--- src/rtl/sia_txq_if.sv ---
// Host write port of the SIA transmit queue: write strobe/data in, FIFO status out.
interface sia_txq_if #(
  parameter int unsigned DATA_BITS = 12
);
  logic                 txq_we_i;
  logic [DATA_BITS-1:0] txq_dat_i;
  logic                 txq_full_o;
  logic                 txq_empty_o;

  modport master (output txq_we_i, txq_dat_i, input txq_full_o, txq_empty_o);
  modport slave  (input txq_we_i, txq_dat_i, output txq_full_o, txq_empty_o);
endinterface

--- src/rtl/sia_txq.sv ---
// SIA transmitter: small FIFO feeding an LSB-first shifter with programmable bit time.
// Optional break generation is enabled by defining SIA_TXQ_BREAK_EN (adds txbrk_i).
module sia_txq #(
  parameter int unsigned SHIFT_REG_WIDTH = 12,
  parameter int unsigned BAUD_RATE_WIDTH = 32,
  parameter int unsigned DEPTH_BITS      = 2,
  parameter int unsigned DATA_BITS       = 12
) (
  input  logic                       clk_i,
  input  logic                       reset_i,
  input  logic [4:0]                 bits_i,
  input  logic [BAUD_RATE_WIDTH-1:0] baud_i,
  input  logic                       txcpol_i,
`ifdef SIA_TXQ_BREAK_EN
  input  logic                       txbrk_i,
`endif
  sia_txq_if.slave                   txq,
  output logic                       idle_o,
  output logic                       txd_o,
  output logic                       txc_o
);

  localparam int unsigned DEPTH = 1 << DEPTH_BITS;

  typedef enum logic {ST_IDLE, ST_SHIFT} state_e;

  state_e                       state_q, state_d;
  logic [DEPTH_BITS:0]          wr_ptr_q, wr_ptr_d, rd_ptr_q, rd_ptr_d;
  logic [DATA_BITS-1:0]         mem_q [DEPTH];
  logic [SHIFT_REG_WIDTH-1:0]   sh_q, sh_d;
  logic [4:0]                   bitcnt_q, bitcnt_d;
  logic [BAUD_RATE_WIDTH-1:0]   baudcnt_q, baudcnt_d, baud_q, baud_d;
  logic                         txcpol_q, txcpol_d;
  logic                         phase_q, phase_d;
  logic                         txd_q, txd_d;
  logic                         idle_q, idle_d;
  logic                         empty, full, push, pop, load, can_launch;
  logic [DATA_BITS-1:0]         head;

  assign empty = (wr_ptr_q == rd_ptr_q);
  assign full  = (wr_ptr_q[DEPTH_BITS-1:0] == rd_ptr_q[DEPTH_BITS-1:0]) &&
                 (wr_ptr_q[DEPTH_BITS] != rd_ptr_q[DEPTH_BITS]);
  assign push  = txq.txq_we_i && !full;
  assign head  = mem_q[rd_ptr_q[DEPTH_BITS-1:0]];

`ifdef SIA_TXQ_BREAK_EN
  // brk_q delays launch by one edge after release so the line shows mark first.
  logic brk_q, brk_d;
  assign brk_d      = txbrk_i;
  assign can_launch = !txbrk_i && !brk_q;
`else
  assign can_launch = 1'b1;
`endif

  always_comb begin
    state_d   = state_q;
    sh_d      = sh_q;
    bitcnt_d  = bitcnt_q;
    baudcnt_d = baudcnt_q;
    baud_d    = baud_q;
    txcpol_d  = txcpol_q;
    pop       = 1'b0;
    load      = 1'b0;

    case (state_q)
      ST_IDLE: begin
        if (!empty && can_launch) begin
          pop  = 1'b1;
          load = (bits_i != '0);
        end
      end
      ST_SHIFT: begin
        if (baudcnt_q == '0) begin
          sh_d      = {1'b1, sh_q[SHIFT_REG_WIDTH-1:1]};
          bitcnt_d  = bitcnt_q - 5'd1;
          baudcnt_d = baud_q;
          if (bitcnt_q == 5'd1) begin
            // Last bit time ends: chain straight into the next entry if one is ready.
            state_d = ST_IDLE;
            if (!empty && can_launch) begin
              pop  = 1'b1;
              load = (bits_i != '0);
            end
          end
        end else begin
          baudcnt_d = baudcnt_q - 1'b1;
        end
      end
      default: state_d = ST_IDLE;
    endcase

    if (load) begin
      state_d                 = ST_SHIFT;
      sh_d                    = '1;
      sh_d[DATA_BITS-1:0]     = head;
      bitcnt_d                = bits_i;
      baudcnt_d               = baud_i;
      baud_d                  = baud_i;
      txcpol_d                = txcpol_i;
    end

    wr_ptr_d = wr_ptr_q + {{DEPTH_BITS{1'b0}}, push};
    rd_ptr_d = rd_ptr_q + {{DEPTH_BITS{1'b0}}, pop};

    txd_d = (state_d == ST_SHIFT) ? sh_d[0] : 1'b1;
`ifdef SIA_TXQ_BREAK_EN
    if (state_d == ST_IDLE && txbrk_i) txd_d = 1'b0;
`endif
    phase_d = (state_d == ST_SHIFT) && (baudcnt_d <= (baud_d >> 1));
    idle_d  = (state_d == ST_IDLE) && (wr_ptr_d == rd_ptr_d);
  end

  always_ff @(posedge clk_i) begin
    if (!reset_i) begin
      state_q   <= ST_IDLE;
      wr_ptr_q  <= '0;
      rd_ptr_q  <= '0;
      sh_q      <= '0;
      bitcnt_q  <= '0;
      baudcnt_q <= '0;
      baud_q    <= '0;
      txcpol_q  <= 1'b0;
      phase_q   <= 1'b0;
      txd_q     <= 1'b1;
      idle_q    <= 1'b1;
`ifdef SIA_TXQ_BREAK_EN
      brk_q     <= 1'b0;
`endif
    end else begin
      state_q   <= state_d;
      wr_ptr_q  <= wr_ptr_d;
      rd_ptr_q  <= rd_ptr_d;
      sh_q      <= sh_d;
      bitcnt_q  <= bitcnt_d;
      baudcnt_q <= baudcnt_d;
      baud_q    <= baud_d;
      txcpol_q  <= txcpol_d;
      phase_q   <= phase_d;
      txd_q     <= txd_d;
      idle_q    <= idle_d;
`ifdef SIA_TXQ_BREAK_EN
      brk_q     <= brk_d;
`endif
    end
  end

  always_ff @(posedge clk_i) begin
    if (push) mem_q[wr_ptr_q[DEPTH_BITS-1:0]] <= txq.txq_dat_i;
  end

  assign txq.txq_full_o  = full;
  assign txq.txq_empty_o = empty;
  assign idle_o          = idle_q;
  assign txd_o           = txd_q;
  // Polarity is frozen for the frame in flight; the live input shows while idle.
  assign txc_o           = ((state_q == ST_SHIFT) ? txcpol_q : txcpol_i) ^ phase_q;

endmodule

--- src/flat_wrapper.sv ---
// flat-port wrapper written by rule: the top's interface ports become plain ports
module sia_txq_flat 
#(
  parameter int unsigned SHIFT_REG_WIDTH = 12,
  parameter int unsigned BAUD_RATE_WIDTH = 32,
  parameter int unsigned DEPTH_BITS      = 2,
  parameter int unsigned DATA_BITS       = 12
)
  (clk_i, reset_i, bits_i, baud_i, txcpol_i, idle_o, txd_o, txc_o, txq_txq_we_i, txq_txq_dat_i, txq_txq_full_o, txq_txq_empty_o);
  sia_txq_if #(.DATA_BITS(DATA_BITS)) txq_i ();
  input  logic clk_i;
  input  logic reset_i;
  input  logic [4:0] bits_i;
  input  logic [BAUD_RATE_WIDTH-1:0] baud_i;
  input  logic txcpol_i;
  output logic idle_o;
  output logic txd_o;
  output logic txc_o;
  input wire logic [$bits(txq_i.txq_we_i)-1:0] txq_txq_we_i;
  input wire logic [$bits(txq_i.txq_dat_i)-1:0] txq_txq_dat_i;
  output wire logic [$bits(txq_i.txq_full_o)-1:0] txq_txq_full_o;
  output wire logic [$bits(txq_i.txq_empty_o)-1:0] txq_txq_empty_o;
  assign txq_i.txq_we_i = txq_txq_we_i;
  assign txq_i.txq_dat_i = txq_txq_dat_i;
  assign txq_txq_full_o = txq_i.txq_full_o;
  assign txq_txq_empty_o = txq_i.txq_empty_o;
  sia_txq #(.SHIFT_REG_WIDTH(SHIFT_REG_WIDTH), .BAUD_RATE_WIDTH(BAUD_RATE_WIDTH), .DEPTH_BITS(DEPTH_BITS), .DATA_BITS(DATA_BITS)) u_core (.clk_i(clk_i), .reset_i(reset_i), .bits_i(bits_i), .baud_i(baud_i), .txcpol_i(txcpol_i), .txq(txq_i), .idle_o(idle_o), .txd_o(txd_o), .txc_o(txc_o));
endmodule
--- config.mk ---
export PLATFORM = sky130hd
export DESIGN_NAME = sia_txq_flat
export DESIGN_NICKNAME = d
export VERILOG_FILES = /design/src/rtl/sia_txq_if.sv /design/src/rtl/sia_txq.sv /design/src/flat_wrapper.sv
export SDC_FILE = /design/constraint.sdc
export NUM_CORES = 1
export LEC_CHECK = 0
export ABC_AREA = 1
export BUFFER_PORTS_ARGS = -buffer_cell sky130_fd_sc_hd__buf_2
export CORE_ASPECT_RATIO = 0.5
export CORE_MARGIN = 1.5
export CORE_UTILIZATION = 50
export DETAILED_ROUTE_END_ITERATION = 16
export PLACE_DENSITY = 0.64
export REMOVE_ABC_BUFFERS = 1
export SLEW_MARGIN = 20
export SYNTH_ARGS = -nofsm -noshare
export SYNTH_HDL_FRONTEND = slang
export SYNTH_SLANG_ARGS = --single-unit
--- constraint.sdc ---
create_clock -name clk_i -period 7.6 [get_ports clk_i]
set_input_delay 0 -clock clk_i [delete_from_list [all_inputs] [get_ports clk_i]]
set_output_delay 0 -clock clk_i [all_outputs]
set_load 0.005 [all_outputs]
==> results of run 1 <==
[cell families (layout without fill, tap and decap cells)]
logic type | Yosys count | count (layout) | share of synthesized area (%)
adders and majority gates | 39 | 39 | 6.246
xor gates and xnor gates | 29 | 29 | 3.251
DFF | 140 | 140 | 42.02
buffers and inverters | 156 | 269 | 8.264
AOI/OAI and AO/OA | 154 | 154 | 12.25
and+or+nand+nor | 509 | 509 | 27.96
[worst max-delay path, delay by kind of cell, from the launching register on]
kind,cells,cell delay [ns]
xor+xnor,1,0.22
buf+inv,2,0.89
compound gates,2,0.47
simple gates,14,1.64
flops,1,0.87
fa+ha+maj,1,0.27
[placed cells by master (no fill, tap or decap), types with 3 or more instances in the layout]
master	netlist	routed
sky130_fd_sc_hd__xor2_1	23	23
sky130_fd_sc_hd__o21ai_2	18	18
sky130_fd_sc_hd__nand2_1	239	239
sky130_fd_sc_hd__nor3_1	20	20
sky130_fd_sc_hd__o21ai_1	8	8
sky130_fd_sc_hd__dlygate4sd3_1	0	55
sky130_fd_sc_hd__xnor2_1	6	6
sky130_fd_sc_hd__ha_1	39	39
sky130_fd_sc_hd__inv_2	3	3
sky130_fd_sc_hd__or2_2	7	7
sky130_fd_sc_hd__nand3_1	48	48
sky130_fd_sc_hd__nand3b_1	4	4
sky130_fd_sc_hd__buf_2	5	57
sky130_fd_sc_hd__o21ai_0	50	50
sky130_fd_sc_hd__inv_1	113	113
sky130_fd_sc_hd__nor2_1	151	151
sky130_fd_sc_hd__clkbuf_16	0	17
sky130_fd_sc_hd__a31oi_1	7	7
sky130_fd_sc_hd__buf_4	2	7
sky130_fd_sc_hd__nor2_4	5	5
sky130_fd_sc_hd__or2_1	18	18
sky130_fd_sc_hd__a21oi_1	31	31
sky130_fd_sc_hd__nor2_2	4	4
sky130_fd_sc_hd__dfxtp_1	92	92
sky130_fd_sc_hd__clkinvlp_4	0	3
sky130_fd_sc_hd__inv_6	0	5
sky130_fd_sc_hd__nand4_1	7	7
sky130_fd_sc_hd__o211ai_1	9	9
sky130_fd_sc_hd__o221ai_1	11	11
sky130_fd_sc_hd__edfxtp_1	48	48
sky130_fd_sc_hd__o22ai_1	11	11
[worst max path at each step]
stage	start	to	depth (start not counted)
after floorplan	u_core.rd_ptr_q[0]	u_core.phase_q	20
after global routing	u_core.rd_ptr_q[0]	u_core.phase_q	20
after global placement	u_core.rd_ptr_q[0]	u_core.phase_q	20
after detailed placement	u_core.rd_ptr_q[0]	u_core.phase_q	20
after CTS	u_core.rd_ptr_q[0]	u_core.phase_q	20
final	u_core.rd_ptr_q[0]	u_core.phase_q	20
[state kept, by name (all words and copies together) (netlist names)]
name	cells
u_core.mem_q	48
u_core.baud_q	32
u_core.baudcnt_q	32
u_core.sh_q	12
u_core.bitcnt_q	5
u_core.rd_ptr_q	3
u_core.wr_ptr_q	3
u_core.idle_o	1
u_core.phase_q	1
u_core.state_q	1
u_core.txcpol_q	1
u_core.txd_o	1
[where the power goes]
part / internal, mW / leakage [nW] / switching, mW / total, mW
clock: 0.495 / 0.288 / 0.360 / 0.854
sequential: 1.00 / 1.20 / 0.214 / 1.22
combinational: 0.914 / 2.80 / 1.53 / 2.44
total: 2.41 / 4.29 / 2.10 / 4.51
[cell type report]
cell class                 count  share of cell area (%)
multi-input combinational    731                   41.50
timing repair buffer         119                   9.492
clock inverter                15                   1.912
inverter                     118                   4.746
tap                          204                   2.727
clock buffer                  17                   4.545
sequential                   140                   35.08
[metal layers]
| layer | global-route usage (%) | vias up |
|---|---|---|
| met5 | 0 | - |
| met4 | 7.361 | 0 |
| met3 | 4.332 | 25 |
| met2 | 39.58 | 154 |
| met1 | 31.28 | 3141 |
| li1 | - | 3563 |
[what timing repair did]
| item | in CTS | in global routing |
|---|---|---|
| hold endpoints to repair | 127 | 0 |
| endpoints found under the setup margin | 0 | 0 |
| setup buffers | 0 | 0 |
| hold buffers | 55 | 0 |
[metrics by stage]
step / util (%) / std cells / hold WS [ns] / total power, mW / worst slack (ns)
after floorplan: - / 989 / 0.09345 / 3.020 / 4.024
after global placement: 53.50 / 1257 / 0.2135 / 3.597 / 3.105
after detailed placement: 53.50 / 1257 / 0.2160 / 3.619 / 3.062
after CTS: 61.03 / 1344 / 0.1981 / 4.528 / 3.035
after global routing: 61.03 / 1344 / 0.3126 / 4.986 / 2.510
final: 61.03 / 1344 / 0.1997 / 4.513 / 3.088
==> impl_results.html, run 1 <==
<table>
<tr><th>Metric</th><th>Value</th></tr>
<tr><th colspan="2">Run status</th></tr>
<tr><td>Result of the run</td><td>complete, no violations</td></tr>
<tr><th colspan="2">Finish</th></tr>
<tr><td>Area added between synthesis and finish</td><td>19.80%</td></tr>
<tr><td>Nets</td><td>roughly 1200</td></tr>
<tr><td>Share of layout cells above drive strength 1</td><td>approximately an eighth</td></tr>
<tr><td>Footprint of the multi-input gates</td><td>0.003884 mm²</td></tr>
<tr><td>FILL cells</td><td>1396</td></tr>
<tr><td>Non-Filler Cell Area, Final</td><td>roughly 0.0094 mm²</td></tr>
<tr><td>Storage cell area</td><td>0.003283 mm²</td></tr>
<tr><td>Antenna fix cells</td><td>0</td></tr>
<tr><th colspan="2">Synthesis</th></tr>
<tr><td>Fraction of registers with async set/reset</td><td>0%</td></tr>
<tr><td>Leading cell types by count after synthesis</td><td>sky130_fd_sc_hd__nand2_1, sky130_fd_sc_hd__nor2_1, sky130_fd_sc_hd__inv_1</td></tr>
<tr><td>Top-area cell type share of the netlist area</td><td>between 20% and 30%</td></tr>
<tr><td>Synthesized flop and latch total</td><td>between 100 and 150</td></tr>
<tr><td>Leading post-synthesis cells by cell area</td><td>sky130_fd_sc_hd__dfxtp_1, sky130_fd_sc_hd__edfxtp_1, sky130_fd_sc_hd__nand2_1</td></tr>
<tr><td>Average footprint of a synthesized cell</td><td>7.607 µm²</td></tr>
<tr><td>Cell Area, Synth</td><td>roughly 0.0078 mm²</td></tr>
<tr><td>Sequential area share after synthesis</td><td>42.02%</td></tr>
<tr><td>Yosys warns</td><td>0</td></tr>
<tr><td>Primary flip-flop cell chosen by synthesis mapping</td><td>sky130_fd_sc_hd__dfxtp_1</td></tr>
<tr><td>Post-synth EDFFs</td><td>48</td></tr>
<tr><td>Cell count after synthesis</td><td>between 1000 and 1500</td></tr>
<tr><td>Yosys cell types</td><td>46</td></tr>
<tr><td>Most common cell in the netlist</td><td>sky130_fd_sc_hd__nand2_1</td></tr>
<tr><td>Leading area contributor after synthesis</td><td>sky130_fd_sc_hd__dfxtp_1</td></tr>
<tr><th colspan="2">Min path</th></tr>
<tr><td>Worst hold path class</td><td>input pin to flip-flop</td></tr>
<tr><td>Origin of the worst min-delay path</td><td>txq_txq_we_i</td></tr>
<tr><td>Worst Hold Path EP</td><td>u_core.wr_ptr_q[0]</td></tr>
<tr><td>Number of cells traversed by the worst hold path</td><td>6</td></tr>
<tr><th colspan="2">Timing</th></tr>
<tr><td>Setup repair after global routing missed its margin</td><td>false</td></tr>
<tr><td>Worst clock skew on the final layout</td><td>about 0.014 ns</td></tr>
<tr><td>Final clock period utilization by the worst path</td><td>roughly 59%</td></tr>
<tr><td>Slew @ Worst Pin</td><td>0.8574 ns</td></tr>
<tr><td>Setup Total Neg Slack</td><td>0 ns</td></tr>
<tr><td>Setup violations, final</td><td>0</td></tr>
<tr><td>Hold Vio Cnt, Final</td><td>0</td></tr>
<tr><td>Period minus WS final</td><td>roughly 4.5 ns</td></tr>
<tr><td>Worst slew margin</td><td>a little over two fifths</td></tr>
<tr><td>Max Transition Viols Final</td><td>0</td></tr>
<tr><td>Max Freq</td><td>0.2216 GHz</td></tr>
<tr><th colspan="2">Route</th></tr>
<tr><td>Antenna-violating nets left</td><td>0</td></tr>
<tr><td>Routed length on met1</td><td>8853 µm</td></tr>
<tr><td>Detailed-routed wire length on met3</td><td>approximately 900 µm</td></tr>
<tr><td>Via count</td><td>6883</td></tr>
<tr><td>Met2 Routed Length</td><td>~8500 µm</td></tr>
<tr><td>Residual DRC</td><td>0</td></tr>
<tr><td>1st-iter DRT viols</td><td>about 460</td></tr>
<tr><td>Max layer used</td><td>met4</td></tr>
<tr><td>Average wire per cell in the routed design</td><td>approximately 14 µm</td></tr>
<tr><td>Detailed Route WL</td><td>roughly 19000 µm</td></tr>
<tr><td>First-pass DRT Iterations</td><td>5</td></tr>
<tr><td>Via/cell ratio</td><td>5.121</td></tr>
<tr><th colspan="2">Placement</th></tr>
<tr><td>Placed wire-length estimate</td><td>between 10000 and 15000 µm</td></tr>
<tr><td>Weighted congestion at the end of routability-driven global placement</td><td>just under 0.9</td></tr>
<tr><td>Number of input and output port buffers inserted</td><td>57</td></tr>
<tr><td>Post-place instance area</td><td>0.008204 mm²</td></tr>
<tr><th colspan="2">Worst setup path</th></tr>
<tr><td>Max stage delay cell, worst path</td><td>sky130_fd_sc_hd__dfxtp_1</td></tr>
<tr><td>Register-to-Register Path Depth</td><td>20</td></tr>
<tr><td>R2r endpoint</td><td>u_core.phase_q</td></tr>
<tr><td>Reg-to-reg slack, setup</td><td>around 3 ns</td></tr>
<tr><td>Kind of critical path</td><td>flip-flop to flip-flop</td></tr>
<tr><td>Data arrival time of the critical path</td><td>about 4.8 ns</td></tr>
<tr><td>Required time of the critical path</td><td>slightly below 8 ns</td></tr>
<tr><td>CP endpoint kind</td><td>flip-flop</td></tr>
<tr><td>Cells along the critical path</td><td>xnor2_1 -&gt; nand3_1 -&gt; nand3_4 -&gt; clkinv_2 -&gt; o21ai_1 -&gt; inv_1 -&gt; ha_1 -&gt; nand2_1 -&gt; nor2_1 -&gt; nand2_1 -&gt; nand2_1 -&gt; nand2_1 -&gt; nand3_1 -&gt; nand2_1 -&gt; nand2_1 -&gt; nand2_1 -&gt; nand2_1 -&gt; nand2_1 -&gt; nand2_1 -&gt; a21oi_1</td></tr>
<tr><td>RR Startpoint</td><td>u_core.rd_ptr_q[0]</td></tr>
<tr><td>Critical path launch point type</td><td>flip-flop</td></tr>
<tr><td>Top fanout value on the critical path</td><td>just under 50</td></tr>
<tr><td>Top cell by count, worst path</td><td>sky130_fd_sc_hd__nand2_1</td></tr>
<tr><td>Highest cell delay on the worst timing path</td><td>slightly below 0.9 ns</td></tr>
<tr><th colspan="2">Global routing</th></tr>
<tr><td>GR Overflow Total</td><td>0</td></tr>
<tr><td>Pin count of the biggest net entering global routing</td><td>73</td></tr>
<tr><td>Total global-route track usage</td><td>23.70%</td></tr>
<tr><td>Initial antenna violation count</td><td>0</td></tr>
<tr><td>Global-route wire length before repair</td><td>31500 µm</td></tr>
<tr><td>Vias in the first global route</td><td>between 6000 and 7000</td></tr>
<tr><th colspan="2">Clocking</th></tr>
<tr><td>CTS tree</td><td>yes</td></tr>
<tr><td>Num CTS Buffers</td><td>17</td></tr>
<tr><td>Clock insertion delay at the later pin of the skew report</td><td>0.43 ns</td></tr>
<tr><td>Number of clock sinks</td><td>140</td></tr>
<tr><td>Clock-pin slew on the worst setup and hold paths</td><td>roughly 0.06 ns</td></tr>
<tr><td>Deepest level of the CTS H-tree</td><td>4</td></tr>
<tr><td>Deepest clock path buffer count</td><td>2</td></tr>
<tr><td>Number of instances resized during post-cts repair</td><td>0</td></tr>
<tr><td>Master cell of the clock root buffer</td><td>sky130_fd_sc_hd__clkbuf_16</td></tr>
<tr><th colspan="2">Power and ir drop</th></tr>
<tr><td>Cell area power density</td><td>between 400 and 500 mW/mm²</td></tr>
<tr><td>Maximum resistive drop on vdd</td><td>around 0.22 mV</td></tr>
<tr><td>Leak pwr</td><td>roughly 4.3 nW</td></tr>
<tr><th colspan="2">Die</th></tr>
<tr><td>Number of ports placed on the die boundary</td><td>58</td></tr>
<tr><td>Site Rows</td><td>32</td></tr>
<tr><td>X dimension of the die</td><td>~180 µm</td></tr>
<tr><td>Die area</td><td>between 0.015 and 0.02 mm²</td></tr>
<tr><td>Initial standard-cell utilization of the core</td><td>50.95%</td></tr>
<tr><td>Standard cell core area</td><td>roughly 0.015 mm²</td></tr>
<tr><td>Chip Height</td><td>~90 µm</td></tr>
<tr><th colspan="2">Run</th></tr>
<tr><td>Max-cap violations</td><td>0</td></tr>
</table>
No activity file was read; power rests on OpenSTA's default activity.
==> inputs of run 2 (changes only) <==
--- a/config.mk
+++ b/config.mk
@@ -5,7 +5,7 @@
 export SDC_FILE = /design/constraint.sdc
 export NUM_CORES = 1
 export LEC_CHECK = 0
-export ABC_AREA = 1
+export ABC_AREA = 0
 export BUFFER_PORTS_ARGS = -buffer_cell sky130_fd_sc_hd__buf_2
 export CORE_ASPECT_RATIO = 0.5
 export CORE_MARGIN = 1.5
==> constraint.sdc (replaced) <==
create_clock -name clk_i -period 4.5 [get_ports clk_i]
set_input_delay 0 -clock clk_i [delete_from_list [all_inputs] [get_ports clk_i]]
set_output_delay 0 -clock clk_i [all_outputs]
set_load 0.005 [all_outputs]
==> impl_results.html, run 2 <==
<table>
<tr><th>Metric</th><th>Value</th></tr>
<tr><th colspan="2">Worst setup path</th></tr>
<tr><td>Top cell by count, worst path</td><td>sky130_fd_sc_hd__a311oi_1</td></tr>
<tr><td>CP endpoint kind</td><td>flip-flop</td></tr>
<tr><td>Required time of the critical path</td><td>approximately 5 ns</td></tr>
<tr><td>Highest cell delay on the worst timing path</td><td>just over 0.6 ns</td></tr>
<tr><td>Cells along the critical path</td><td>nor4_2 -&gt; nand2_1 -&gt; nor3_2 -&gt; buf_4 -&gt; a311oi_1 -&gt; a311oi_1 -&gt; mux2_2 -&gt; ha_1 -&gt; and4_1 -&gt; a221oi_1 -&gt; nor2_1 -&gt; nor3_1 -&gt; o211a_1</td></tr>
<tr><td>Kind of cell with the highest combined delay on the critical path</td><td>simple AND/OR/NAND/NOR gates</td></tr>
<tr><td>Max stage delay cell, worst path</td><td>sky130_fd_sc_hd__nor4_2</td></tr>
<tr><td>Critical path launch point type</td><td>flip-flop</td></tr>
<tr><td>Kind of critical path</td><td>flip-flop to flip-flop</td></tr>
<tr><td>Top fanout value on the critical path</td><td>7</td></tr>
<tr><td>Data arrival time of the critical path</td><td>4.59 ns</td></tr>
<tr><td>Buf/Inv on CP</td><td>1</td></tr>
<tr><td>Reg-to-reg slack, setup</td><td>approximately 0.27 ns</td></tr>
<tr><th colspan="2">Synthesis</th></tr>
<tr><td>Yosys cell types</td><td>between 70 and 80</td></tr>
<tr><td>Compound-Gate Fraction of Synth Area</td><td>14.59%</td></tr>
<tr><td>Combinational family with the most area after synthesis</td><td>simple AND/OR/NAND/NOR gates</td></tr>
<tr><td>Yosys warns</td><td>0</td></tr>
<tr><td>Synthesized flop and latch total</td><td>140</td></tr>
<tr><td>Leading post-synthesis cells by cell area</td><td>sky130_fd_sc_hd__dfxtp_1, sky130_fd_sc_hd__edfxtp_1, sky130_fd_sc_hd__ha_1</td></tr>
<tr><td>Cell Area, Synth</td><td>just under 0.008 mm²</td></tr>
<tr><td>Most common cell in the netlist</td><td>sky130_fd_sc_hd__dfxtp_1</td></tr>
<tr><td>Post-synth EDFFs</td><td>48</td></tr>
<tr><td>Fraction of the mapped netlist area in simple logic gates</td><td>about 22%</td></tr>
<tr><td>Top-area cell type share of the netlist area</td><td>between 20% and 30%</td></tr>
<tr><td>Average footprint of a synthesized cell</td><td>10.05 µm²</td></tr>
<tr><td>Leading cell types by count after synthesis</td><td>sky130_fd_sc_hd__dfxtp_1, sky130_fd_sc_hd__nand2_1, sky130_fd_sc_hd__edfxtp_1</td></tr>
<tr><td>Area share of xor/xnor cells in the synthesized design</td><td>~1.8%</td></tr>
<tr><td>Cell count after synthesis</td><td>766</td></tr>
<tr><td>Fraction of registers with async set/reset</td><td>0%</td></tr>
<tr><td>Primary flip-flop cell chosen by synthesis mapping</td><td>sky130_fd_sc_hd__dfxtp_1</td></tr>
<tr><td>Share of synthesized cell area in full adder, half adder and majority cells</td><td>~6.3%</td></tr>
<tr><td>Leading area contributor after synthesis</td><td>sky130_fd_sc_hd__dfxtp_1</td></tr>
<tr><td>Sequential area share after synthesis</td><td>between 40% and 50%</td></tr>
<tr><td>Share of synthesized area spent on multiplexers</td><td>between 8 and 9%</td></tr>
<tr><th colspan="2">Finish</th></tr>
<tr><td>Area added between synthesis and finish</td><td>21.56%</td></tr>
<tr><td>Antenna fix cells</td><td>0</td></tr>
<tr><td>Number of cells in the finished layout apart from fillers</td><td>approximately 1100</td></tr>
<tr><td>Largest register FFs</td><td>48</td></tr>
<tr><td>Most common library cell in the layout ignoring fill and taps</td><td>sky130_fd_sc_hd__dfxtp_1</td></tr>
<tr><td>Footprint of the multi-input gates</td><td>between 0.004 and 0.005 mm²</td></tr>
<tr><td>Non-Filler Cell Area, Final</td><td>roughly 0.0094 mm²</td></tr>
<tr><td>FILL cells</td><td>around 1200</td></tr>
<tr><td>Commonest non-fill, non-tap cells in the layout</td><td>sky130_fd_sc_hd__dfxtp_1, sky130_fd_sc_hd__nand2_1, sky130_fd_sc_hd__buf_2</td></tr>
<tr><td>Nets</td><td>971</td></tr>
<tr><td>Storage cell area</td><td>0.003283 mm²</td></tr>
<tr><td>Final core utilization</td><td>between 60% and 70%</td></tr>
<tr><td>Share of layout cells above drive strength 1</td><td>~18%</td></tr>
<tr><th colspan="2">Placement</th></tr>
<tr><td>Number of input and output port buffers inserted</td><td>57</td></tr>
<tr><td>Placed wire-length estimate</td><td>between 10000 and 15000 µm</td></tr>
<tr><td>Weighted congestion at the end of routability-driven global placement</td><td>between 0.8 and 0.9</td></tr>
<tr><td>Worst slack at placement</td><td>0.3883 ns</td></tr>
<tr><td>Post-place instance area</td><td>0.008267 mm²</td></tr>
<tr><td>Placed cell count</td><td>1010</td></tr>
<tr><th colspan="2">Timing</th></tr>
<tr><td>Hold Vio Cnt, Final</td><td>0</td></tr>
<tr><td>Worst clock skew on the final layout</td><td>between 0.01 and 0.015 ns</td></tr>
<tr><td>Worst slew margin</td><td>around 30%</td></tr>
<tr><td>Setup violations, final</td><td>0</td></tr>
<tr><td>Setup repair after global routing missed its margin</td><td>false</td></tr>
<tr><td>Period minus WS final</td><td>~4.2 ns</td></tr>
<tr><td>Max Transition Viols Final</td><td>0</td></tr>
<tr><td>Slew @ Worst Pin</td><td>between 1 and 1.5 ns</td></tr>
<tr><td>Final clock period utilization by the worst path</td><td>93.94%</td></tr>
<tr><td>Post-layout worst setup margin</td><td>roughly 0.27 ns</td></tr>
<tr><td>Max Freq</td><td>0.2366 GHz</td></tr>
<tr><th colspan="2">Die</th></tr>
<tr><td>Die area</td><td>~0.016 mm²</td></tr>
<tr><td>X dimension of the die</td><td>around 180 µm</td></tr>
<tr><td>Site Rows</td><td>31</td></tr>
<tr><td>Initial standard-cell utilization of the core</td><td>52.24%</td></tr>
<tr><td>Standard cell core area</td><td>~0.015 mm²</td></tr>
<tr><td>Chip Height</td><td>slightly above 90 µm</td></tr>
<tr><td>Number of ports placed on the die boundary</td><td>slightly below 60</td></tr>
<tr><th colspan="2">Power and ir drop</th></tr>
<tr><td>Cell area power density</td><td>~800 mW/mm²</td></tr>
<tr><td>Maximum resistive drop on vdd</td><td>between 0.3 and 0.4 mV</td></tr>
<tr><td>Leak pwr</td><td>a little under 4 nW</td></tr>
<tr><th colspan="2">Clocking</th></tr>
<tr><td>Deepest level of the CTS H-tree</td><td>4</td></tr>
<tr><td>Clock insertion delay at the later pin of the skew report</td><td>between 0.4 and 0.5 ns</td></tr>
<tr><td>Number of clock sinks</td><td>140</td></tr>
<tr><td>Clock-pin slew on the worst setup and hold paths</td><td>0.07 ns</td></tr>
<tr><td>Deepest clock path buffer count</td><td>2</td></tr>
<tr><td>Post-CTS setup repair buffer count</td><td>0</td></tr>
<tr><td>Master cell of the clock root buffer</td><td>sky130_fd_sc_hd__clkbuf_16</td></tr>
<tr><td>Num CTS Buffers</td><td>17</td></tr>
<tr><td>CTS tree</td><td>yes</td></tr>
<tr><th colspan="2">Route</th></tr>
<tr><td>Routed length on met1</td><td>~9500 µm</td></tr>
<tr><td>Antenna-violating nets left</td><td>0</td></tr>
<tr><td>Via count</td><td>~6400</td></tr>
<tr><td>First-pass DRT Iterations</td><td>5</td></tr>
<tr><td>Met2 Routed Length</td><td>slightly below 9000 µm</td></tr>
<tr><td>Detailed Route WL</td><td>19910 µm</td></tr>
<tr><td>Via/cell ratio</td><td>around 5.9</td></tr>
<tr><td>Max layer used</td><td>met4</td></tr>
<tr><td>1st-iter DRT viols</td><td>around 540</td></tr>
<tr><td>Average wire per cell in the routed design</td><td>around 18 µm</td></tr>
<tr><td>Detailed-routed wire length on met3</td><td>around 1400 µm</td></tr>
<tr><td>Residual DRC</td><td>0</td></tr>
<tr><th colspan="2">Global routing</th></tr>
<tr><td>Total global-route track usage</td><td>about a quarter</td></tr>
<tr><td>Pin count of the biggest net entering global routing</td><td>62</td></tr>
<tr><td>GR Overflow Total</td><td>0</td></tr>
<tr><td>Global-route wire length before repair</td><td>between 30000 and 40000 µm</td></tr>
<tr><td>Initial antenna violation count</td><td>0</td></tr>
<tr><td>Vias in the first global route</td><td>slightly above 6000</td></tr>
<tr><th colspan="2">Run</th></tr>
<tr><td>Max-cap violations</td><td>0</td></tr>
<tr><th colspan="2">Run status</th></tr>
<tr><td>Result of the run</td><td>complete, no violations</td></tr>
<tr><th colspan="2">Min path</th></tr>
<tr><td>Worst hold path class</td><td>input pin to flip-flop</td></tr>
</table>
[run 2: per-layer routing]
metal	vias to the layer above	GRT usage, %
met3	23	6.355
met4	0	6.736
met1	3028	36.97
li1	3146	-
met2	212	39.15
met5	-	0
[run 2: worst reg2reg max path, delay by kind of cell (launching register included)]
family	cells	cell delay [ns]
buffers and inverters	1	0.23
adder cells (fa/ha/maj)	1	0.26
AND/OR/NAND/NOR	6	1.87
multiplexers	1	0.27
flip-flops	1	0.36
AO/OA/AOI/OAI	4	1.20
[run 2: stage by stage]
step	power [mW]	hold WS (ns)	setup TNS, ns
after floorplan	4.675	0.09184	-0.3419
after global placement	5.927	0.2134	0
after detailed placement	5.954	0.2190	0
after CTS	7.485	0.09142	0
after global routing	8.109	0.1216	0
final	7.512	0.1153	0
[run 2: cell type report]
cell class / count / share of cell area (%)
Multi-Input combinational cell: 571 / 44.51
Sequential cell: 140 / 35.08
Timing Repair Buffer: 135 / 10.72
Clock buffer: 19 / 4.625
Tap cell: 198 / 2.647
Clock inverter: 13 / 1.858
Inverter: 14 / 0.5614
[run 2: power by group]
group	total (mW)	leakage (nW)	internal [mW]	switching (mW)
Clock	1.48	0.299	0.887	0.589
Sequential	1.90	1.20	1.63	0.271
Combinational	4.13	2.36	1.70	2.44
Total	7.51	3.86	4.21	3.30
[run 2: timing repair]
item                       in CTS  in global routing
setup endpoints to repair       0                  1
hold buffers                   48                  0
gates resized for setup         0                  1
hold endpoints to repair      113                  0
[run 2: cell families (layout without fill, tap and decap cells)]
kind of cell	count (synthesis)	after routing
buffers and inverters	55	181
adder cells (fa/ha/maj)	39	39
AO/OA/AOI/OAI	154	154
AND/OR/NAND/NOR	311	311
flip-flops	140	140
multiplexers	51	51
XOR/XNOR	16	16
[run 2: worst paths after layout]
kind,startpoint,to,cells past startpoint
worst max-delay path,u_core.baudcnt_q[18],u_core.phase_q,13
worst max register to register,u_core.baudcnt_q[18],u_core.phase_q,13
worst min register to register,u_core.sh_q[3],u_core.sh_q[2],2
worst min-delay path,baud_i[24],u_core.baud_q[24],4
==> inputs of run 3 (changes only) <==
--- a/config.mk
+++ b/config.mk
@@ -6,6 +6,7 @@
 export NUM_CORES = 1
 export LEC_CHECK = 0
 export ABC_AREA = 0
+export ABC_CLOCK_PERIOD_IN_PS = 4500
 export BUFFER_PORTS_ARGS = -buffer_cell sky130_fd_sc_hd__buf_2
 export CORE_ASPECT_RATIO = 0.5
 export CORE_MARGIN = 1.5
@@ -13,6 +14,7 @@
 export DETAILED_ROUTE_END_ITERATION = 16
 export PLACE_DENSITY = 0.64
 export REMOVE_ABC_BUFFERS = 1
+export SETUP_SLACK_MARGIN = 0.4
 export SLEW_MARGIN = 20
 export SYNTH_ARGS = -nofsm -noshare
 export SYNTH_HDL_FRONTEND = slang
==> impl_results.html, run 3 (synthesis gave the netlist of run 2 again) <==
<table>
<tr><th>Metric</th><th>Value</th></tr>
<tr><th colspan="2">Run status</th></tr>
<tr><td>Result of the run</td><td>complete, no violations</td></tr>
<tr><th colspan="2">Power and ir drop</th></tr>
<tr><td>Net Sw Power</td><td>approximately 3.3 mW</td></tr>
<tr><td>Sequential share of power</td><td>around a quarter</td></tr>
<tr><td>Clock network fraction of total power</td><td>a little under 20%</td></tr>
<tr><td>Relative contribution of combinational cells to total power</td><td>between 50% and 60%</td></tr>
<tr><td>Share of total power consumed by net switching</td><td>a little over two fifths</td></tr>
<tr><td>Maximum resistive drop on vdd</td><td>0.3806 mV</td></tr>
<tr><td>Cell area power density</td><td>~800 mW/mm²</td></tr>
<tr><td>Leak pwr</td><td>3.895 nW</td></tr>
<tr><td>Power Internal</td><td>between 4 and 5 mW</td></tr>
<tr><th colspan="2">Min path</th></tr>
<tr><td>Worst Hold Path EP</td><td>u_core.baud_q[24]</td></tr>
<tr><td>Origin of the worst min-delay path</td><td>baud_i[24]</td></tr>
<tr><td>Number of cells traversed by the worst hold path</td><td>4</td></tr>
<tr><td>Worst hold path class</td><td>input pin to flip-flop</td></tr>
<tr><th colspan="2">Clocking</th></tr>
<tr><td>Num CTS Buffers</td><td>17</td></tr>
<tr><td>Master cell of the clock root buffer</td><td>sky130_fd_sc_hd__clkbuf_16</td></tr>
<tr><td>CTS tree</td><td>yes</td></tr>
<tr><td>Number of clock sinks</td><td>140</td></tr>
<tr><td>Clock insertion delay at the later pin of the skew report</td><td>0.43 ns</td></tr>
<tr><td>Clock-pin slew on the worst setup and hold paths</td><td>about 0.07 ns</td></tr>
<tr><td>Deepest level of the CTS H-tree</td><td>4</td></tr>
<tr><td>Deepest clock path buffer count</td><td>2</td></tr>
<tr><th colspan="2">Route</th></tr>
<tr><td>First-pass DRT Iterations</td><td>8</td></tr>
<tr><td>Average wire per cell in the routed design</td><td>about 18 µm</td></tr>
<tr><td>Via/cell ratio</td><td>~5.9</td></tr>
<tr><td>1st-iter DRT viols</td><td>560</td></tr>
<tr><td>Detailed Route WL</td><td>20050 µm</td></tr>
<tr><td>Residual DRC</td><td>0</td></tr>
<tr><td>Via count</td><td>around 6400</td></tr>
<tr><td>Antenna-violating nets left</td><td>0</td></tr>
<tr><th colspan="2">Global routing</th></tr>
<tr><td>Total global-route track usage</td><td>about a quarter</td></tr>
<tr><td>Pin count of the biggest net entering global routing</td><td>62</td></tr>
<tr><td>GR Overflow Total</td><td>0</td></tr>
<tr><td>Global-route wire length before repair</td><td>roughly 32000 µm</td></tr>
<tr><td>Initial antenna violation count</td><td>0</td></tr>
<tr><td>Vias in the first global route</td><td>about 6000</td></tr>
<tr><th colspan="2">Finish</th></tr>
<tr><td>Commonest non-fill, non-tap cells in the layout</td><td>sky130_fd_sc_hd__dfxtp_1, sky130_fd_sc_hd__nand2_1, sky130_fd_sc_hd__buf_2</td></tr>
<tr><td>Nets</td><td>976</td></tr>
<tr><td>Final core utilization</td><td>around 64%</td></tr>
<tr><td>Area added between synthesis and finish</td><td>22.44%</td></tr>
<tr><td>Largest register FFs</td><td>between 40 and 50</td></tr>
<tr><td>FILL cells</td><td>around 1200</td></tr>
<tr><td>Antenna fix cells</td><td>0</td></tr>
<tr><td>Most common library cell in the layout ignoring fill and taps</td><td>sky130_fd_sc_hd__dfxtp_1</td></tr>
<tr><td>Share of layout cells above drive strength 1</td><td>18.62%</td></tr>
<tr><th colspan="2">Run</th></tr>
<tr><td>Max-cap violations</td><td>0</td></tr>
<tr><th colspan="2">Worst setup path</th></tr>
<tr><td>Critical path launch point type</td><td>flip-flop</td></tr>
<tr><td>CP endpoint kind</td><td>flip-flop</td></tr>
<tr><td>Register-to-Register Path Depth</td><td>14</td></tr>
<tr><td>Data arrival time of the critical path</td><td>approximately 4.3 ns</td></tr>
<tr><td>Reg-to-reg slack, setup</td><td>roughly 0.57 ns</td></tr>
<tr><td>R2r endpoint</td><td>u_core.phase_q</td></tr>
<tr><td>Top fanout value on the critical path</td><td>6</td></tr>
<tr><td>RR Startpoint</td><td>u_core.baudcnt_q[9]</td></tr>
<tr><td>Required time of the critical path</td><td>approximately 4.8 ns</td></tr>
<tr><td>Kind of critical path</td><td>flip-flop to flip-flop</td></tr>
<tr><th colspan="2">Timing</th></tr>
<tr><td>Setup violations, final</td><td>0</td></tr>
<tr><td>Worst clock skew on the final layout</td><td>0.01332 ns</td></tr>
<tr><td>Worst hold margin</td><td>between 0.1 and 0.15 ns</td></tr>
<tr><td>Period minus WS final</td><td>just under 4 ns</td></tr>
<tr><td>Slew @ Worst Pin</td><td>1.046 ns</td></tr>
<tr><td>Worst slew margin</td><td>~30%</td></tr>
<tr><td>Max Transition Viols Final</td><td>0</td></tr>
<tr><td>Max Freq</td><td>0.2543 GHz</td></tr>
<tr><td>Final clock period utilization by the worst path</td><td>87.39%</td></tr>
<tr><td>Setup repair after global routing missed its margin</td><td>false</td></tr>
<tr><td>Hold Vio Cnt, Final</td><td>0</td></tr>
<tr><th colspan="2">Die</th></tr>
<tr><td>Die area</td><td>0.01620 mm²</td></tr>
<tr><td>Standard cell core area</td><td>0.01474 mm²</td></tr>
<tr><td>Number of ports placed on the die boundary</td><td>58</td></tr>
<tr><td>Initial standard-cell utilization of the core</td><td>between 50% and 60%</td></tr>
<tr><td>X dimension of the die</td><td>roughly 180 µm</td></tr>
<tr><td>Site Rows</td><td>31</td></tr>
<tr><td>Chip Height</td><td>between 90 and 100 µm</td></tr>
<tr><th colspan="2">Placement</th></tr>
<tr><td>Placed wire-length estimate</td><td>roughly 14000 µm</td></tr>
<tr><td>Weighted congestion at the end of routability-driven global placement</td><td>just under 0.9</td></tr>
<tr><td>Number of input and output port buffers inserted</td><td>57</td></tr>
</table>
[run 3: power groups by stage]
stage               Sequential, mW  Combinational [mW]  Clock, mW
global route                  1.95                4.70       1.55
detailed placement            1.91                4.04          0
global placement              1.91                4.02          0
CTS                           1.89                4.10       1.50
floorplan                     1.90                2.78          0
finish                        1.91                4.22       1.47
[run 3: worst max-delay path by stage]
| stage | from | to | depth (start not counted) |
|---|---|---|---|
| global placement | u_core.baudcnt_q[24] | u_core.phase_q | 14 |
| finish | u_core.baudcnt_q[9] | u_core.phase_q | 14 |
| floorplan | u_core.state_q | u_core.phase_q | 8 |
| global route | u_core.baudcnt_q[3] | u_core.phase_q | 16 |
| detailed placement | u_core.baudcnt_q[24] | u_core.phase_q | 14 |
| CTS | u_core.baudcnt_q[18] | u_core.phase_q | 14 |
[run 3: stage by stage]
step / total power [mW] / instance area, µm² / setup WS (ns) / cells / setup TNS (ns)
detailed placement: 5.954 / 8267 / 0.3883 / 1010 / 0
floorplan: 4.675 / 7488 / -0.3419 / 725 / -0.3419
CTS: 7.490 / 9360 / 0.4035 / 1090 / 0
finish: 7.605 / 9428 / 0.5676 / 1095 / 0
global placement: 5.927 / 8267 / 0.3300 / 1010 / 0
global route: 8.202 / 9428 / 0.3683 / 1095 / 0
[run 3: worst max-delay path, stage by stage (launching register included)]
cell	delay (ns)
sky130_fd_sc_hd__dfxtp_1	0.35
sky130_fd_sc_hd__or4_1	0.67
sky130_fd_sc_hd__or4_4	0.60
sky130_fd_sc_hd__nor4_4	0.29
sky130_fd_sc_hd__nor3_1	0.08
sky130_fd_sc_hd__a211o_1	0.30
sky130_fd_sc_hd__o21ai_1	0.14
sky130_fd_sc_hd__ha_1	0.18
sky130_fd_sc_hd__nand4_1	0.24
sky130_fd_sc_hd__nor4_1	0.35
sky130_fd_sc_hd__buf_4	0.17
sky130_fd_sc_hd__nand2_1	0.07
sky130_fd_sc_hd__a21oi_1	0.13
sky130_fd_sc_hd__nor3_1	0.06
sky130_fd_sc_hd__o211a_1	0.20
[run 3: layout make-up]
class                           count  area, µm²  share of cell area, %
Timing Repair Buffer              140       1041                  11.04
Clock inverter                     13      173.9                  1.845
Multi-Input combinational cell    571       4197                  44.51
Clock buffer                       19      432.9                  4.592
Sequential cell                   140       3283                  34.82
Inverter                           14      52.55                 0.5574
Tap cell                          198      247.7                  2.628
[run 3: layer usage]
| metal | part of all wire, % | GRT usage, % |
|---|---|---|
| met1 | 47 | 36.97 |
| met2 | 44 | 39.18 |
| met3 | 7.4 | 6.355 |
| met4 | 1.4 | 6.736 |
| met5 | 0 | 0 |
[run 3: repair_timing]
item / in CTS / in global routing
pin swaps: 0 / 3
setup buffers: 0 / 5
resized for setup: 1 / 5
hold endpoints to repair: 113 / 0
cloned: 0 / 0
endpoints found under the setup margin: 1 / 1
hold buffers: 48 / 0
